### config.mk
export PLATFORM = sky130hd
export DESIGN_NAME = dnu_signexten_wr_ctrl
export DESIGN_NICKNAME = d
export VERILOG_FILES = /design/src/rtl/dnu_signexten_wr_ctrl_pkg.sv /design/src/rtl/signexten_beat_packer.sv /design/src/rtl/dnu_signexten_wr_ctrl.sv
export SDC_FILE = /design/constraint.sdc
export NUM_CORES = 1
export LEC_CHECK = 0
export BUFFER_PORTS_ARGS = -buffer_cell sky130_fd_sc_hd__buf_2
export CAP_MARGIN = 15
export CELL_PAD_IN_SITES_DETAIL_PLACEMENT = 0
export CELL_PAD_IN_SITES_GLOBAL_PLACEMENT = 1
export CORE_UTILIZATION = 39
export CTS_CLUSTER_DIAMETER = 200
export DETAILED_ROUTE_END_ITERATION = 12
export MAX_ROUTING_LAYER = met4
export PLACE_DENSITY_LB_ADDON = 0.05
export SYNTH_ARGS = -nofsm -noshare
export SYNTH_HDL_FRONTEND = slang
export SYNTH_HIERARCHICAL = 1
export SYNTH_SLANG_ARGS = --single-unit
### constraint.sdc
create_clock -name write_clk -period 1.85 [get_ports write_clk]
set_clock_uncertainty 0.1 [all_clocks]
set_input_delay 0.37 -clock write_clk [delete_from_list [all_inputs] [get_ports write_clk]]
set_output_delay 0.37 -clock write_clk [all_outputs]
set_load 0.05 [all_outputs]
### src/rtl/dnu_signexten_wr_ctrl_pkg.sv
// Shared constants helpers and FSM state type for the DNU sign-extension RAM write controller.
package dnu_signexten_wr_ctrl_pkg;

    function automatic int unsigned ceil_div(input int unsigned num, input int unsigned den);
        return (num + den - 1) / den;
    endfunction

    // Counter width that never collapses to zero bits.
    function automatic int unsigned cnt_width(input int unsigned n);
        return (n <= 1) ? 1 : $clog2(n);
    endfunction

    typedef enum logic {
        StIdle,
        StCollect
    } wr_state_e;

endpackage

### src/rtl/signexten_beat_packer.sv
// Packs SUB_WIDTH-bit sign beats into one CHECK_PARALLELISM-bit word; word/word_ready include the
// beat being accepted this cycle.
module signexten_beat_packer
    import dnu_signexten_wr_ctrl_pkg::*;
#(
    parameter int unsigned CHECK_PARALLELISM = 85,
    parameter int unsigned SUB_WIDTH         = 17
) (
    input  logic                         write_clk,
    input  logic                         rst,
    input  logic                         clear,
    input  logic                         beat_valid,
    input  logic [SUB_WIDTH-1:0]         sign_in,
    output logic [CHECK_PARALLELISM-1:0] word,
    output logic                         word_ready
);

    localparam int unsigned SUB_NUM = ceil_div(CHECK_PARALLELISM, SUB_WIDTH);
    localparam int unsigned BEAT_W  = cnt_width(SUB_NUM);
    localparam int unsigned PAD_W   = SUB_NUM * SUB_WIDTH;

    logic [BEAT_W-1:0] beat_idx_q;
    logic [BEAT_W-1:0] idx_eff;
    logic [PAD_W-1:0]  pack_q;
    logic [PAD_W-1:0]  base;
    logic [PAD_W-1:0]  merged;

    // clear restarts the word, so a beat arriving with it lands in lane group 0.
    always_comb begin
        idx_eff = clear ? '0 : beat_idx_q;
        base    = clear ? '0 : pack_q;
        merged  = base;
        for (int unsigned b = 0; b < SUB_NUM; b++) begin
            if (idx_eff == BEAT_W'(b)) begin
                merged[b*SUB_WIDTH +: SUB_WIDTH] = sign_in;
            end
        end
        word_ready = beat_valid && (idx_eff == BEAT_W'(SUB_NUM - 1));
        word       = merged[CHECK_PARALLELISM-1:0];
    end

    always_ff @(posedge write_clk) begin
        if (rst) begin
            beat_idx_q <= '0;
            pack_q     <= '0;
        end else if (beat_valid) begin
            if (word_ready) begin
                beat_idx_q <= '0;
                pack_q     <= '0;
            end else begin
                beat_idx_q <= idx_eff + 1'b1;
                pack_q     <= merged;
            end
        end else if (clear) begin
            beat_idx_q <= '0;
            pack_q     <= '0;
        end
    end

endmodule

### src/rtl/dnu_signexten_wr_ctrl.sv
// Write-side controller for the DNU sign-extension RAM: packs sign beats and writes one word per
// row chunk. Optional macro SIGNEXTEN_DROP_CNT_EN adds the drop_cnt output.
module dnu_signexten_wr_ctrl
    import dnu_signexten_wr_ctrl_pkg::*;
#(
    parameter int unsigned ROW_CHUNK_NUM     = 9,
    parameter int unsigned CHECK_PARALLELISM = 85,
    parameter int unsigned SUB_WIDTH         = 17,
    localparam int unsigned SUB_NUM          = ceil_div(CHECK_PARALLELISM, SUB_WIDTH),
    localparam int unsigned ADDR_WIDTH       = cnt_width(ROW_CHUNK_NUM)
) (
    input  logic                         write_clk,
    input  logic                         rst,
    input  logic                         layer_start,
    input  logic [SUB_WIDTH-1:0]         sign_in,
    input  logic                         sign_valid,
    output logic [CHECK_PARALLELISM-1:0] signExten_din,
    output logic [ADDR_WIDTH-1:0]        write_addr,
    output logic                         we,
    output logic                         busy,
    output logic                         layer_done
`ifdef SIGNEXTEN_DROP_CNT_EN
    ,
    output logic [7:0]                   drop_cnt
`endif
);

    localparam logic [ADDR_WIDTH-1:0] LastChunk = ADDR_WIDTH'(ROW_CHUNK_NUM - 1);

    wr_state_e                    state_q, state_d;
    logic [ADDR_WIDTH-1:0]        chunk_q, chunk_d, chunk_eff;
    logic                         beat_valid;
    logic                         word_ready;
    logic                         last_word;
    logic [CHECK_PARALLELISM-1:0] word;

    signexten_beat_packer #(
        .CHECK_PARALLELISM (CHECK_PARALLELISM),
        .SUB_WIDTH         (SUB_WIDTH)
    ) u_packer (
        .write_clk  (write_clk),
        .rst        (rst),
        .clear      (layer_start),
        .beat_valid (beat_valid),
        .sign_in    (sign_in),
        .word       (word),
        .word_ready (word_ready)
    );

    always_comb begin
        beat_valid = sign_valid && (layer_start || (state_q == StCollect));
        chunk_eff  = layer_start ? '0 : chunk_q;
        last_word  = word_ready && (chunk_eff == LastChunk);
        state_d    = state_q;
        chunk_d    = chunk_q;
        if (layer_start) begin
            state_d = StCollect;
            chunk_d = '0;
        end
        if (word_ready) begin
            chunk_d = last_word ? '0 : chunk_eff + 1'b1;
        end
        if (last_word) begin
            state_d = StIdle;
        end
    end

    always_ff @(posedge write_clk) begin
        if (rst) begin
            state_q       <= StIdle;
            chunk_q       <= '0;
            signExten_din <= '0;
            write_addr    <= '0;
            we            <= 1'b0;
            layer_done    <= 1'b0;
        end else begin
            state_q    <= state_d;
            chunk_q    <= chunk_d;
            we         <= word_ready;
            layer_done <= last_word;
            if (word_ready) begin
                signExten_din <= word;
                write_addr    <= chunk_eff;
            end
        end
    end

    assign busy = (state_q == StCollect);

`ifdef SIGNEXTEN_DROP_CNT_EN
    logic ignored;
    assign ignored = sign_valid && (state_q == StIdle) && !layer_start;

    always_ff @(posedge write_clk) begin
        if (rst) begin
            drop_cnt <= '0;
        end else if (ignored && (drop_cnt != 8'hFF)) begin
            drop_cnt <= drop_cnt + 8'd1;
        end
    end
`endif

endmodule

---- Yosys cells after proc, flatten, opt, wreduce, memory -nomap -nowiden ----
Index checks and enable logic that the tools add are counted.
word-level totals
  register bits after elaboration ......... 184
operators by class
  reductions and logical operators ........ 6
  equal/unequal tests ..................... 5
  muxes and demuxes ....................... 14
  add/sub/neg operators ................... 2
operators with widths
  cell                                                  count
  2-to-1 mux 85 bit                                     3
  2-to-1 mux 17 bit                                     5
  2-to-1 mux 4 bit                                      3
  2-to-1 mux 3 bit                                      3
  equality test 3 x 2 -> 1 bit (second input constant)  2
  adder 4 x 1 -> 4 bit (second input constant)          1
  equality test 4 bit (second input constant)           1
  adder 3 x 1 -> 3 bit (second input constant)          1
  equality test 3 x 1 -> 1 bit (second input constant)  1
  equality test 3 bit (second input constant)           1
  logical AND 1 bit                                     3
  zero test 3 bit                                       1
  OR reduction 2 bit                                    1
  logical OR 1 bit                                      1

---- Longest topological paths before layout ----
Gate-level depths: netlist of run 1.
  depth after elaboration ................. 6
  depth in mapped cells ................... 9
  mapped depth without buffers ............ 6

---- By module ----
The synthesis of run 1 kept the hierarchy.
modules (own cells, without submodules)
  module                 instances  area an instance (um^2)  sequential area each (um^2)  cells an instance
  signexten_beat_packer  1          4150.2                   1761.7                       491
  dnu_signexten_wr_ctrl  1          3453.3                   1921.8                       319

---- Worst setup path before layout of run 1 ----
OpenSTA, ideal clock, no wires.
  path type ............................... register to register
  start point ............................. register state_q (netlist: busy)
  end point ............................... register u_packer.pack_q[10]
  clock period less this slack ............ 2.264 ns
  library setup time ...................... 0.117 ns
  arrival time ............................ 2.047 ns
  cell stages (with the launch flop) ...... 9
  setup slack ............................. -0.414 ns
  data required time ...................... 1.633 ns
  cell sequence ........................... dfxtp_1 nor2_1 nor2b_1 buf_2 inv_1 o311a_1 clkbuf_1 buf_2 a22o_1
on the way
  cells in the longest elaborated chain, start to end .. 5
ends and longest elaborated chain
  what                    RTL line                     text
  from (decl)             dnu_signexten_wr_ctrl.sv:30  wr_state_e state_q, state_d;
  from (signal assigned)  dnu_signexten_wr_ctrl.sv:70  state_q <= StIdle;
  from (signal assigned)  dnu_signexten_wr_ctrl.sv:77  state_q <= state_d;
  logical OR 1 bit *      dnu_signexten_wr_ctrl.sv:51  beat_valid = sign_valid && (layer_start || (state_q == StCollect));
  logical AND 1 bit *     dnu_signexten_wr_ctrl.sv:51
  net beat_valid          dnu_signexten_wr_ctrl.sv:32  logic beat_valid;
  logical AND 1 bit       signexten_beat_packer.sv:38  word_ready = beat_valid && (idx_eff == BEAT_W'(SUB_NUM - 1));
  2-to-1 mux 85 bit       signexten_beat_packer.sv:47  if (word_ready) begin
  2-to-1 mux 85 bit *     signexten_beat_packer.sv:46  end else if (beat_valid) begin
  to (signal assigned)    signexten_beat_packer.sv:52  pack_q <= merged;
  to (decl)               signexten_beat_packer.sv:24  logic [PAD_W-1:0] pack_q;
Mark *: on every way through the listed nets, which the timed path passes. The rest lies on a longest branch.
A chain may end at the register's enable or synchronous reset.

---- Worst setup path in the final report of run 1 ----
  start point ............................. register u_packer.beat_idx_q[0]
  end point ............................... register signExten_din[28]
on the way
  cells in the longest elaborated chain, start to end .. 3
  elaborated cells on any way between the ends .. 5
  those cells by class .................... eq/ne (2); mux (2); reduce/logical (1)
ends and longest elaborated chain
  what                          RTL line                     text
  from (decl)                   signexten_beat_packer.sv:22  logic [BEAT_W-1:0] beat_idx_q;
  from (signal assigned)        signexten_beat_packer.sv:51  beat_idx_q <= idx_eff + 1'b1;
  2-to-1 mux 3 bit              n/a
  equality test 3 x 1 -> 1 bit  signexten_beat_packer.sv:34  if (idx_eff == BEAT_W'(b)) begin
  2-to-1 mux 17 bit             signexten_beat_packer.sv:34
  net word[28]                  dnu_signexten_wr_ctrl.sv:35  logic [CHECK_PARALLELISM-1:0] word;
  to (signal assigned)          dnu_signexten_wr_ctrl.sv:82  signExten_din <= word;
  to (decl)                     dnu_signexten_wr_ctrl.sv:17  output logic [CHECK_PARALLELISM-1:0] signExten_din,
The timed path passes the listed nets, and every way through them passes these cells.

==> out/metrics.yaml, run 1 <==
status: "finished clean"
ys_ff_latch: 184
post-route-period-util: 0.946
slowest_delay_ns: 0.44
synthFlopType: "dfxtp_1"
setup_viol: 0
drt_first_pass_iters: 8
die_w_um: 142
wire_per_inst_um: 16.6
io_pins: 113
hold_violations: 0
p_int_mw: 6.27
core-area_mm2: 0.0189
power_density_mw_per_mm2: 863
drtAntennaViolNets: 0
synth_top_area_share: 0.484
floorplan.die_area_mm2: 0.0201
yosysWarnings: 6
cp.required_ns: 2.06
grt.overflow.total: 0
place_congestion: 0.845
cp-end-kind: "register"
dp_cells: 1145
grt_pass1_wl_mm: 30.8
clk_pin_slew_ns: 0.06
yosys.area.top_type: "dfxtp_1"
port_buffers: 112
rsz0062_at_grt: "no"
final_cell_mix: "dfxtp_1, nand2_1, buf_2"
crit_chain: "buf_4, nor4b_4, buf_12, o21ai_0, mux2i_1, nor2_1"
p_switching_mw: 1.78
synth_edf_count: 0
final_cells: 1175
power_frac_comb: 0.059
viasPerCell: 5.00
drt-initial-drc-count: 323
criticalPathCategory: "register to register"
mostFrequentLayoutCell: "dfxtp_1"
drv_slew: 0
antenna_cells: 0
cp-start-kind: "register"
start_util: 0.402
cts_sinks: 184
grt_pass1_vias: 5637
die_y_um: 142
maxCapViolCount: 0
syn_area_mm2: 0.00760
worst_slack_ns: 0.100
clockBufferDepth: 2
num_vias: 5879
vdd_drop_max_mv: 0.650
gr-usage-all-layers: 0.208
worst_pin_slew_ns: 0.558
numCtsBuffers: 17
finalPower_mw: 8.06
dp_hpwl_mm: 12.9
hp-class: "input port to register"
cts_root_buf: "clkbuf_16"
nets: 927
yosys-top-cells-area: "dfxtp_1, mux2i_1, nand2_1"
period_minus_slack_ns: 1.75
clk-insertion-delay-late_ns: 0.43
critical_path.max_fanout: 34
worstPathArrival_ns: 1.95
fmax_mhz: 572
clkPwrFrac: 0.444
num_rows: 50
holdWs_ns: 0.161
avgSynthCellArea_um2: 9.39
fill_cells: 1808
h-tree-depth: 4
drc: 0
post-place-ws_ns: -0.253
synth_fp_nets: 832
wirelength_mm: 19.5
area_growth_pct: 22.8
grt_max_degree: 86
postLayoutCoreUtil: 0.494
sw_frac_of_total: 0.221
ys_types: 44
cts_tree: "done"
antenna_found_initial: 0
p_leak_nw: 3.55
syn_inst: 810
max_slew_margin: 0.627
slowest_stage: "dfxtp_2"
p_seq_frac: 0.497
drive_gt1_frac: 0.248
ys_seq_area_frac: 0.484
async_flop_share: 0
kinds of logic (layout without fill, tap and decap cells):
| kind of cell | after synthesis | count (layout) | synth area share |
|---|---|---|---|
| AND/OR/NAND/NOR | 279 | 279 | 0.162 |
| flip-flops | 184 | 184 | 0.484 |
| buffers and inverters | 86 | 191 | 0.0573 |
| adder cells (fa/ha/maj) | 1 | 1 | 0.00165 |
| XOR/XNOR | 6 | 6 | 0.00790 |
| AO/OA/AOI/OAI | 150 | 150 | 0.147 |
| multiplexers | 104 | 104 | 0.140 |
stage by stage:
step / cell area, um^2 / TNS (ns)
6_report: 9330 / 0
5_1_grt: 9330 / 0
4_1_cts: 9320 / 0
3_5_place_dp: 8720 / -9.04
3_3_place_gp: 8720 / -5.19
2_1_floorplan: 7680 / 0
cell type report:
cell class	instances	area, um^2	share of cell area
inverters	4	15.0	0.00161
clock buffers	22	485	0.0520
flip-flops and latches	184	3690	0.396
multi-input cells	540	3530	0.379
repair buffers	158	1190	0.127
clock inverters	7	93.8	0.0101
well taps	260	325	0.0349
metal layers:
metal | track usage | routed length (um) | vias to the layer above
met5 | - | 0 | -
li1 | - | - | 2978
met2 | 0.341 | 9540 | 95
met1 | 0.262 | 9260 | 2794
met3 | 0.0398 | 536 | 12
met4 | 0.0589 | 189 | 0
path summary, 6_finish.rpt:
check / from / end / slack, ns / cells past startpoint
setup / recovery: u_packer/beat_idx_q[0] / signExten_din[28] / 0.10 / 6
hold / removal: rst / u_packer/beat_idx_q[1] / 0.16 / 2
setup reg to reg: u_packer/beat_idx_q[0] / signExten_din[28] / 0.10 / 6
hold reg to reg: u_packer/pack_q[83] / u_packer/pack_q[83] / 0.34 / 2
critical path, delay by kind of cell (launching register included):
family | cells | cell delay, ns
flip-flops | 1 | 0.44
buffers and inverters | 2 | 0.42
AND/OR/NAND/NOR | 2 | 0.33
AO/OA/AOI/OAI | 1 | 0.17
multiplexers | 1 | 0.16
Yosys cell counts, types with 2 or more instances:
library cell,number
nor4_4,2
mux2_2,17
a22o_1,34
a32o_1,34
clkbuf_1,45
xnor2_1,3
buf_1,6
nand2b_1,5
nand3b_1,3
mux2i_1,87
buf_4,17
buf_6,5
nor2b_1,6
o21ai_0,69
nor3_2,2
a211oi_1,2
buf_2,9
and2_1,2
xor2_1,2
nor3_1,3
nor4b_4,2
nor2_1,108
o2bb2ai_1,2
inv_1,4
nand2_1,138
a21oi_1,2
dfxtp_1,184
sequential cells by signal (all words and copies together) (netlist names):
| register | count |
|---|---|
| u_packer/pack_q | 85 |
| we | 1 |
| busy | 1 |
| chunk_q | 4 |
| signExten_din | 85 |
| u_packer/beat_idx_q | 3 |
| layer_done | 1 |
| write_addr | 4 |
what timing repair did:
item	4_1_cts	5_1_grt
endpoints found under the setup margin	18	33
gates resized for setup	1	4
pin swaps	1	0
hold buffers	0	0
hold endpoints to repair	0	0
buffers inserted	1	0
power groups by stage:
stage	clock network [mW]	logic [mW]	registers, mW
2_1_floorplan	0	0.281	4.10
3_3_place_gp	0	0.459	4.09
3_5_place_dp	0	0.470	4.09
4_1_cts	3.67	0.476	4.01
5_1_grt	3.85	0.506	4.00
6_report	3.58	0.472	4.01
(Power assumes the default switching activity.)
==> run 2, diff against run 1 <==
CORE_UTILIZATION = 43   (was 39)
TNS_END_PERCENT = 20   (was not set)
clock period = 1.8 ns   (was 1.85 ns; I/O delays follow)
==> run 2 against run 1 <==
Fmax is 1.7% lower; cell area is 0.70% higher; utilization is 4.9 points higher; hold slack worse by 0.087 ns; critical path type unchanged; largest cell class unchanged.
==> out/metrics.yaml, run 2 (synthesis gave the netlist of run 1 again) <==
power_density_mw_per_mm2: 889  # +3.0%
clk-insertion-delay-late_ns: 0.43  # about the same
antenna_cells: 0  # unchanged
placed_cell_area_mm2: 0.00874  # +0.24%
cts_sinks: 184  # unchanged
h-tree-depth: 4  # unchanged
cts_tree: "done"
drc: 0  # unchanged
wire_per_inst_um: 16.5  # -0.58%
setup_viol: 0  # unchanged
min_from: "rst"
nets: 943  # +1.7%
postLayoutCoreUtil: 0.543  # +0.0494
cp-end-kind: "register"
r2r_slack_ns: 0.02  # -0.08 ns
grt_pass1_vias: 5569  # -1.2%
maxCapViolCount: 0  # unchanged
slowest_stage: "dfxtp_4"
die_w_um: 135  # -4.7%
start_util: 0.440  # +0.0371
critical_path.max_fanout: 5  # -85%
drive_gt1_frac: 0.260  # +0.0124
cts_root_buf: "clkbuf_16"
clockBufferDepth: 2  # unchanged
vdd_drop_max_mv: 0.730  # +12%
reg2reg_to: "chunk_q[3]"
hold_end: "u_packer/beat_idx_q[1]"
p_leak_nw: 3.62  # +2.0%
cp.required_ns: 2.02  # -0.04 ns
numCtsBuffers: 17  # unchanged
viasPerCell: 5.18  # +3.5%
hp-class: "input port to register"
grt.overflow.total: 0  # unchanged
antenna_found_initial: 0  # unchanged
place_congestion: 0.793  # -6.2%
worstPathArrival_ns: 2.00  # +0.05 ns
slowest_delay_ns: 0.36  # -0.08 ns
drt-initial-drc-count: 391  # +21%
fmax_mhz: 562  # -1.7%
cts_hold_buf: 0  # unchanged
final_cell_mix: "dfxtp_1, nand2_1, buf_2"
holdPathStages: 2  # unchanged
post-route-period-util: 0.989  # +0.0431
period_minus_slack_ns: 1.78  # +0.0304 ns
num_rows: 48  # -4.0%
cp-start-kind: "register"
mostFrequentLayoutCell: "dfxtp_1"
drt_first_pass_iters: 6  # -2
hold_violations: 0  # unchanged
port_buffers: 112  # unchanged
die_y_um: 135  # -4.7%
drtAntennaViolNets: 0  # unchanged
fill_cells: 1596  # -12%
area_growth_pct: 23.6
wirelength_mm: 19.1  # -2.0%
grt_pass1_wl_mm: 29.8  # -3.3%
status: "finished clean"
final_area_mm2: 0.00940  # +0.70%
gr-usage-all-layers: 0.222  # +0.0136
grt_max_degree: 58  # -33%
crit_chain: "nor4b_4, and2_4, nand4_1, xor2_1, a2111oi_2"
max_slew_margin: 0.599  # -0.0282
worst_pin_slew_ns: 0.602  # +0.0441 ns
core-area_mm2: 0.0173  # -8.5%
io_pins: 113  # unchanged
rsz0062_at_grt: "yes"
floorplan.die_area_mm2: 0.0182  # -9.2%
tns_ns: 0  # unchanged
clk_pin_slew_ns: 0.06  # about the same
largestRegisters: "signExten_din x85, u_packer/pack_q x85"
criticalPathCategory: "register to register"
drv_slew: 0  # unchanged
reg2reg_from: "u_packer/beat_idx_q[1]"
dp_hpwl_mm: 12.6  # -2.4%
reg2regPathDepth: 5  # -1
num_vias: 5996  # +2.0%
## run 2: worst max-delay path: cells and delay by family (launching register included)
| kind | cells | cell delay, ns |
|---|---|---|
| AOI/OAI and AO/OA | 1 | 0.34 |
| xor gates and xnor gates | 1 | 0.17 |
| DFF | 1 | 0.36 |
| and+or+nand+nor | 3 | 0.71 |
## run 2: timing repair
action | in CTS | in global routing
gates cloned | 0 | 1
endpoints found under the setup margin | 18 | 29
pin swaps | 2 | 4
setup buffers | 1 | 3
gates resized for setup | 1 | 5
## run 2: how the worst max path moves through the flow
stage	start	to	slack [ns]	cells after the start
after global placement	layer_start	u_packer/pack_q[60]	-0.21	6
final	u_packer/beat_idx_q[1]	chunk_q[3]	0.02	5
after CTS	busy	chunk_q[3]	0.02	7
after floorplan	u_packer/beat_idx_q[1]	signExten_din[34]	-0.05	8
after detailed placement	layer_start	u_packer/pack_q[60]	-0.28	6
after global routing	u_packer/beat_idx_q[1]	chunk_q[3]	-0.06	5
## run 2: power breakdown
part / switching [mW] / total [mW] / internal (mW)
clock: 1.51 / 3.73 / 2.22
sequential: 0.0181 / 4.11 / 4.10
combinational: 0.311 / 0.505 / 0.194
total: 1.84 / 8.35 / 6.51
## run 2: final cells by class
cell class	count	area [um^2]	area share
multi-input combinational	541	3540	0.376
clock inverter	6	88.8	0.00945
tap	225	282	0.0300
inverter	4	15.0	0.00160
clock buffer	25	505	0.0538
sequential	184	3700	0.393
timing repair buffer	173	1280	0.136
## run 2: metrics by stage
stage | total power, mW | worst slack (ns) | hold WS [ns] | instances
3_3_place_gp | 4.70 | -0.208 | 0.333 | 1122
3_5_place_dp | 4.70 | -0.285 | 0.337 | 1122
6_report | 8.35 | 0.0201 | 0.0733 | 1158
2_1_floorplan | 4.50 | -0.0487 | 0.326 | 810
5_1_grt | 8.66 | -0.0632 | 0.0735 | 1158
4_1_cts | 8.43 | 0.0201 | 0.0676 | 1154
## run 2: layer usage
| metal | share of wire | track usage | vias to the layer above | wire (um) |
|---|---|---|---|---|
| met3 | 0.034 | 0.0368 | 18 | 643 |
| met4 | 0.014 | 0.0730 | 0 | 276 |
| met2 | 0.49 | 0.362 | 121 | 9340 |
| met5 | 0 | - | - | 0 |
| li1 | - | - | 3011 | - |
| met1 | 0.46 | 0.279 | 2846 | 8870 |
